File: src/rtl/wb_pkg.sv
// Shared constants and helpers for the writeback arbiter and the issue stage.
package wb_pkg;

    localparam int WB_NUM_CH = 3;
    localparam int WB_DATA_W = 32;
    localparam int WB_ADDR_W = 5;
    localparam int WB_DEPTH  = 2;

    // Ceiling log2; wb_clog2(1) is 0, so callers guard single-entry cases.
    function automatic int wb_clog2(input int value);
        int result;
        result = 0;
        for (int v = value - 1; v > 0; v = v >> 1) begin
            result++;
        end
        return result;
    endfunction

    // A buffered entry is packed as {regdest, wbvalue}.
    function automatic int wb_entry_w(input int addr_w, input int data_w);
        return addr_w + data_w;
    endfunction

endpackage

File: src/rtl/wb_fifo.sv
// Per-channel synchronous FIFO holding pending writeback entries.
module wb_fifo
    import wb_pkg::*;
#(
    parameter int WIDTH = 37,
    parameter int DEPTH = 2,
    localparam int PTR_W = (DEPTH > 1) ? wb_clog2(DEPTH) : 1,
    localparam int CNT_W = wb_clog2(DEPTH + 1)
) (
    input  logic             clock,
    input  logic             reset,
    input  logic             push,
    input  logic             pop,
    input  logic [WIDTH-1:0] din,
    output logic [WIDTH-1:0] dout,
    output logic [CNT_W-1:0] count,
    output logic             full,
    output logic             empty
);

    logic [WIDTH-1:0] r_mem [DEPTH];
    logic [PTR_W-1:0] r_rdPtr;
    logic [PTR_W-1:0] r_wrPtr;
    logic [CNT_W-1:0] r_count;
    logic             w_doPush;
    logic             w_doPop;

    assign full     = (r_count == CNT_W'(DEPTH));
    assign empty    = (r_count == '0);
    assign count    = r_count;
    assign dout     = r_mem[r_rdPtr];
    assign w_doPush = push && !full;
    assign w_doPop  = pop && !empty;

    // Storage carries no reset; validity is tracked by the count alone.
    always_ff @(posedge clock) begin
        if (w_doPush) begin
            r_mem[r_wrPtr] <= din;
        end
    end

    always_ff @(posedge clock or negedge reset) begin
        if (!reset) begin
            r_rdPtr <= '0;
            r_wrPtr <= '0;
            r_count <= '0;
        end else begin
            if (w_doPush) begin
                r_wrPtr <= r_wrPtr + 1'b1;
            end
            if (w_doPop) begin
                r_rdPtr <= r_rdPtr + 1'b1;
            end
            if (w_doPush && !w_doPop) begin
                r_count <= r_count + 1'b1;
            end else if (!w_doPush && w_doPop) begin
                r_count <= r_count - 1'b1;
            end
        end
    end

endmodule

File: src/rtl/wb_arbiter.sv
// Buffered round-robin writeback arbiter: NUM_CH functional-unit channels
// share the single register-file write port.
module wb_arbiter
    import wb_pkg::*;
#(
    parameter int NUM_CH = WB_NUM_CH,
    parameter int DATA_W = WB_DATA_W,
    parameter int ADDR_W = WB_ADDR_W,
    parameter int DEPTH  = WB_DEPTH,
    localparam int CH_IDX_W = (NUM_CH > 1) ? wb_clog2(NUM_CH) : 1,
    localparam int ENTRY_W  = wb_entry_w(ADDR_W, DATA_W),
    localparam int CNT_W    = wb_clog2(DEPTH + 1)
) (
    input  logic                       clock,
    input  logic                       reset,
    input  logic [NUM_CH-1:0]          ch_oper,
    input  logic [NUM_CH-1:0]          ch_writereg,
    input  logic [NUM_CH*ADDR_W-1:0]   ch_regdest,
    input  logic [NUM_CH*DATA_W-1:0]   ch_wbvalue,
    output logic [NUM_CH-1:0]          ch_ready,
    output logic                       wb_reg_en,
    output logic [ADDR_W-1:0]          wb_reg_addr,
    output logic [DATA_W-1:0]          wb_reg_data,
    output logic [CH_IDX_W-1:0]        wb_grant_ch,
    output logic                       wb_busy,
    output logic                       wb_overflow
);

    logic [NUM_CH-1:0]   w_push;
    logic [NUM_CH-1:0]   w_pop;
    logic [NUM_CH-1:0]   w_full;
    logic [NUM_CH-1:0]   w_empty;
    logic [ENTRY_W-1:0]  w_dout [NUM_CH];
    logic [CNT_W-1:0]    w_count [NUM_CH];
    logic                w_found;
    logic [CH_IDX_W-1:0] w_winner;
    logic [CH_IDX_W-1:0] w_nextRr;
    logic [ENTRY_W-1:0]  w_head;

    logic                r_regEn;
    logic [ADDR_W-1:0]   r_regAddr;
    logic [DATA_W-1:0]   r_regData;
    logic [CH_IDX_W-1:0] r_grantCh;
    logic [CH_IDX_W-1:0] r_rrPtr;
    logic                r_overflow;

    // Results with no destination (writereg low or r0) are consumed but never buffered.
    for (genvar i = 0; i < NUM_CH; i++) begin : g_ch
        logic [ADDR_W-1:0] w_dest;
        assign w_dest      = ch_regdest[i*ADDR_W +: ADDR_W];
        assign ch_ready[i] = (w_count[i] < CNT_W'(DEPTH));
        assign w_push[i]   = ch_oper[i] && ch_ready[i] && ch_writereg[i] && (w_dest != '0);

        wb_fifo #(
            .WIDTH (ENTRY_W),
            .DEPTH (DEPTH)
        ) u_fifo (
            .clock (clock),
            .reset (reset),
            .push  (w_push[i]),
            .pop   (w_pop[i]),
            .din   ({w_dest, ch_wbvalue[i*DATA_W +: DATA_W]}),
            .dout  (w_dout[i]),
            .count (w_count[i]),
            .full  (w_full[i]),
            .empty (w_empty[i])
        );
    end

    // First non-empty channel at or after the round-robin pointer wins.
    always_comb begin
        logic [CH_IDX_W:0] cand;
        cand     = '0;
        w_found  = 1'b0;
        w_winner = '0;
        w_pop    = '0;
        for (int k = 0; k < NUM_CH; k++) begin
            cand = {1'b0, r_rrPtr} + (CH_IDX_W+1)'(k);
            if (cand >= (CH_IDX_W+1)'(NUM_CH)) begin
                cand = cand - (CH_IDX_W+1)'(NUM_CH);
            end
            if (!w_found && !w_empty[cand[CH_IDX_W-1:0]]) begin
                w_found  = 1'b1;
                w_winner = cand[CH_IDX_W-1:0];
            end
        end
        w_pop[w_winner] = w_found;
    end

    assign w_nextRr = (w_winner == CH_IDX_W'(NUM_CH - 1)) ? '0 : w_winner + 1'b1;
    assign w_head   = w_dout[w_winner];

    always_ff @(posedge clock or negedge reset) begin
        if (!reset) begin
            r_regEn    <= 1'b0;
            r_regAddr  <= '0;
            r_regData  <= '0;
            r_grantCh  <= '0;
            r_rrPtr    <= '0;
            r_overflow <= 1'b0;
        end else begin
            r_regEn <= w_found;
            if (w_found) begin
                r_regAddr <= w_head[ENTRY_W-1 -: ADDR_W];
                r_regData <= w_head[DATA_W-1:0];
                r_grantCh <= w_winner;
                r_rrPtr   <= w_nextRr;
            end
            if (|(ch_oper & w_full)) begin
                r_overflow <= 1'b1;
            end
        end
    end

    assign wb_reg_en   = r_regEn;
    assign wb_reg_addr = r_regAddr;
    assign wb_reg_data = r_regData;
    assign wb_grant_ch = r_grantCh;
    assign wb_busy     = ~(&w_empty);
    assign wb_overflow = r_overflow;

endmodule

File: config.mk
export PLATFORM = sky130hd
export DESIGN_NAME = wb_arbiter
export DESIGN_NICKNAME = d
export VERILOG_FILES = /design/src/rtl/wb_pkg.sv /design/src/rtl/wb_fifo.sv /design/src/rtl/wb_arbiter.sv
export SDC_FILE = /design/constraint.sdc
export NUM_CORES = 1
export LEC_CHECK = 0
export BUFFER_PORTS_ARGS = -buffer_cell sky130_fd_sc_hd__buf_2
export CORE_ASPECT_RATIO = 1.4
export CORE_MARGIN = 5
export CORE_UTILIZATION = 35
export CTS_BUF_LIST = sky130_fd_sc_hd__clkbuf_8
export CTS_CLUSTER_SIZE = 40
export DETAILED_ROUTE_END_ITERATION = 10
export GPL_ROUTABILITY_DRIVEN = 0
export PLACE_DENSITY = 0.57
export RECOVER_POWER = 25
export SETUP_SLACK_MARGIN = 0.1
export SYNTH_ARGS = -nofsm -noshare
export SYNTH_HDL_FRONTEND = slang
export SYNTH_SLANG_ARGS = --single-unit
File: constraint.sdc
create_clock -name clock -period 7.8 [get_ports clock]
set_clock_uncertainty 0.15 [all_clocks]
set_input_delay 0.39 -clock clock [delete_from_list [all_inputs] [get_ports clock]]
set_output_delay 0.39 -clock clock [all_outputs]
set_load 0.05 [all_outputs]
==> summary.md <==
| Metric | Value |
|---|---|
| Pins Over Slew Limit | 0 |
| Floorplan Core Area | 31,700 um^2 |
| Clock period minus final worst setup slack | 3.868 ns |
| Slowest library cell on the worst path | sky130_fd_sc_hd__o32ai_4 |
| Post-detailed-placement half-perimeter wirelength | 18.04 mm |
| Number of buffers inserted by post-CTS setup repair | 0 |
| Vias per std cell | 4.958 |
| Post-layout utilization of the core | 45.14% |
| Category of the critical setup timing path | flop to flop |
| Critical path's most frequent cell | sky130_fd_sc_hd__ha_1 |
| Setup Viol. Count Final | 0 |
| Clk Tree Root Cell | sky130_fd_sc_hd__clkbuf_8 |
| Synth-to-layout area growth | 27.15% |
| Sum of negative setup slack | 0 ns |
| Routed wire length | 28.76 mm |
| CTS tree | built |
| Number of maximum-capacitance constraint violations | 0 |
| Post-detailed-placement cell area | 12,450 um^2 |
| Data required time at the worst endpoint | 8.12 ns |
| Die Height | 222.2 um |
| Post-synth net total | 770 |
| Arrival time at the worst endpoint | 4.19 ns |
| # H-tree levels | 2 |
| Source-to-sink clock delay at the later pin of the worst-skew pair | 0.56 ns |
| Rel. slew slack | 26.43% |
| Fraction of registers with async set or reset after synthesis | 19.86% |
| Cell count after synthesis | 645 |
| Actual slew at the worst max-slew pin | 1.104 ns |
| Horizontal die dimension | 161.5 um |
| Number of clock buffers inserted by TritonCTS | 43 |
| Portion of the clock cycle consumed by the worst path in the final layout | 49.59% |
| Largest net degree at the start of global routing | 56 |
| Power density over cell area | 397.5 nW/um^2 |
| Final ANT Viol Nets | 0 |
| Kind of end point of the critical path | flop |
| Unrepaired setup endpoints after global routing | false |
| Average wire per cell in the routed design | 20.99 um |
| Worst hold path class | input pin to flop |
| Number of design rule violations left after detail routing | 0 |
| TritonCTS Sinks | 277 |
| Number of enable-type register cells in the synthesized netlist | 222 |
| Initial standard-cell utilization of the core | 35.50% |
| Status | finished, final reports clean |
| Kind of start point of the critical path | flop |
| Wire length of the first global-routing pass | 44.15 mm |
| Vias in the first global route | 7,472 |
| Via Count | 6,793 |
| Overall die area | 35,890 um^2 |
| Maximum net fanout on the critical path | 23 |
| Violation count after the first detailed-routing iteration | 266 |
| Number of distinct library cell variants in the gate-level netlist after synthesis | 53 |
| Clk buf depth | 3 |
| Largest stage delay on the critical path | 0.78 ns |
| Count of standard-cell rows | 77 |
| Aggregate global routing overflow | 0 |
| Final std cells w/o fill | 1,370 |
| Worst-path cell chain | inv_1 > ha_1 > or4b_1 > o211a_4 > o32ai_4 > nand2_4 > ha_1 > xor2_1 > nor2_1 > xnor2_1 |
| PostCTS Resize Cnt | 0 |
| Cell total after placement | 1,174 |
| Tot GR Track Use | 16.03% |
| Port bufs | 163 |
| Synth warn | 0 |
| Sequential area share after synthesis | 71.48% |
| Timing-limited maximum frequency | 258.5 MHz |
| Post-route cell area | 14,310 um^2 |
| Initial antenna violation count | 1 |
| CTS clock-pin slew for the worst setup and hold paths | 0.06 ns |
| Most used DFF post-synth | sky130_fd_sc_hd__edfxtp_1 |
| Leak Pwr | 5.094 nW |
| Mean instance size in the synthesized netlist | 17.45 um^2 |
| Register bit total from synthesis | 277 |
| Area of the mapped netlist | 11,250 um^2 |
| Ratio of cells with drive above 1 in the final layout | 28.78% |
| Max VDD drop | 0.2076 mV |
| Number of optimization iterations in the first detailed-route pass | 4 |
| Total Power | 5.688 mW |
| Count of final hold-check violations | 0 |
| Num ports | 164 |
| Net count, final | 1,063 |
## critical path, delay by kind of cell (launching register included)
family	cells	cell delay, ns
AND/OR/NAND/NOR	3	1.15
AO/OA/AOI/OAI	2	0.98
adder cells (fa/ha/maj)	2	0.79
flip-flops	1	0.35
XOR/XNOR	2	0.28
buffers and inverters	1	0.08
## logic make-up (layout without fill, tap and decap cells)
group | count (synthesis) | in the layout | share of synthesized area (%)
AO/OA/AOI/OAI | 126 | 126 | 11.94
XOR/XNOR | 15 | 15 | 1.168
adder cells (fa/ha/maj) | 6 | 6 | 0.6672
buffers and inverters | 51 | 379 | 2.469
flip-flops | 277 | 277 | 71.48
multiplexers | 79 | 79 | 7.439
other | 0 | 2 | 0
AND/OR/NAND/NOR | 91 | 91 | 4.837
## routing by layer
metal	wire length [um]	track usage, %	share of wire (%)
met1	10980	18.01	38
met2	15310	29.43	53
met3	1379	3.050	4.8
met4	1090	6.801	3.8
met5	0	0	0
## cells in the final DEF, fill, tap and decap left out, types with 19 or more instances in the layout
| cell type | count |
|---|---|
| sky130_fd_sc_hd__edfxtp_1 | 222 |
| sky130_fd_sc_hd__dlygate4sd3_1 | 114 |
| sky130_fd_sc_hd__buf_2 | 106 |
| sky130_fd_sc_hd__clkbuf_1 | 55 |
| sky130_fd_sc_hd__dfrtp_1 | 52 |
| sky130_fd_sc_hd__clkbuf_8 | 46 |
| sky130_fd_sc_hd__mux2i_1 | 42 |
| sky130_fd_sc_hd__mux2_2 | 37 |
| sky130_fd_sc_hd__nor2b_1 | 32 |
| sky130_fd_sc_hd__a32oi_1 | 28 |
| sky130_fd_sc_hd__a211oi_1 | 23 |
| sky130_fd_sc_hd__inv_1 | 19 |
## synthesized netlist by cell type, types with 8 or more instances
cell | instances | area [um^2]
sky130_fd_sc_hd__a32oi_2 | 9 | 146.4
sky130_fd_sc_hd__mux2_2 | 37 | 416.7
sky130_fd_sc_hd__o31ai_2 | 10 | 125.1
sky130_fd_sc_hd__buf_2 | 12 | 60.06
sky130_fd_sc_hd__a211oi_1 | 23 | 172.7
sky130_fd_sc_hd__nand2_1 | 9 | 33.78
sky130_fd_sc_hd__xnor2_1 | 9 | 78.83
sky130_fd_sc_hd__mux2i_1 | 42 | 420.4
sky130_fd_sc_hd__dfrtp_1 | 55 | 1376
sky130_fd_sc_hd__a211oi_2 | 11 | 137.6
sky130_fd_sc_hd__clkbuf_1 | 20 | 75.07
sky130_fd_sc_hd__buf_6 | 8 | 90.09
sky130_fd_sc_hd__edfxtp_1 | 222 | 6666
sky130_fd_sc_hd__nor2_1 | 12 | 45.04
sky130_fd_sc_hd__nor3_1 | 9 | 45.04
sky130_fd_sc_hd__o221ai_2 | 18 | 270.3
sky130_fd_sc_hd__nor2b_1 | 32 | 200.2
sky130_fd_sc_hd__a32oi_1 | 28 | 245.2
## layout make-up
type | instances | area (um^2)
fill | 2807 | 17390
sequential | 277 | 8046
multi-input combinational | 317 | 2960
timing repair buffer | 291 | 1993
clock buffer | 46 | 633.1
tap | 395 | 494.2
clock inverter | 34 | 145.1
inverter | 8 | 30.03
antenna | 2 | 5.005
## metrics by stage
step | hold slack, ns | worst slack [ns]
floorplan | -0.05559 | 2.931
global placement | 0.3038 | 4.060
detailed placement | 0.3089 | 3.974
CTS | 0.1611 | 3.936
global route | 0.1801 | 3.739
finish | 0.1899 | 3.932
## flip-flops by register name (all words and copies together) (netlist names)
name	cells
wb_grant_ch	2
g_ch.u_fifo.count	6
wb_reg_data	32
r_rrPtr	2
wb_reg_en	1
g_ch.u_fifo.r_rdPtr	3
wb_overflow	1
g_ch.u_fifo.r_wrPtr	3
wb_reg_addr	5
g_ch.u_fifo.r_mem	222
## repair_timing
item	CTS	global route
hold buffers	114	0
endpoints found under the setup margin	0	0
hold endpoints to repair	278	0
## worst paths after layout
check                                              startpoint                                  end  depth (start not counted)  slack [ns]
min reg2reg                g_ch[2].u_fifo.r_rdPtr$_DFFE_PN0P_   g_ch[2].u_fifo.r_rdPtr$_DFFE_PN0P_                          1        0.32
min in group asynchronous                               reset          wb_reg_data[29]$_DFFE_PN0N_                          3        0.43
max                                    r_rrPtr[0]$_DFFE_PN0N_  g_ch[1].u_fifo.count[1]$_DFFE_PN0P_                         10        3.93
min                                            ch_writereg[0]   g_ch[0].u_fifo.r_wrPtr$_DFFE_PN0P_                          4        0.19
max reg2reg                            r_rrPtr[0]$_DFFE_PN0N_  g_ch[1].u_fifo.count[1]$_DFFE_PN0P_                         10        3.93
max in group asynchronous                               reset   g_ch[1].u_fifo.r_rdPtr$_DFFE_PN0P_                          3        6.48
## report_power, final
part           internal (mW)  total, mW  switching [mW]
Clock                  0.547       1.10           0.554
Combinational          0.901       2.51            1.60
Sequential              1.90       2.08           0.182
Total                   3.35       5.69            2.34
Power figures use the tool's default switching activity.
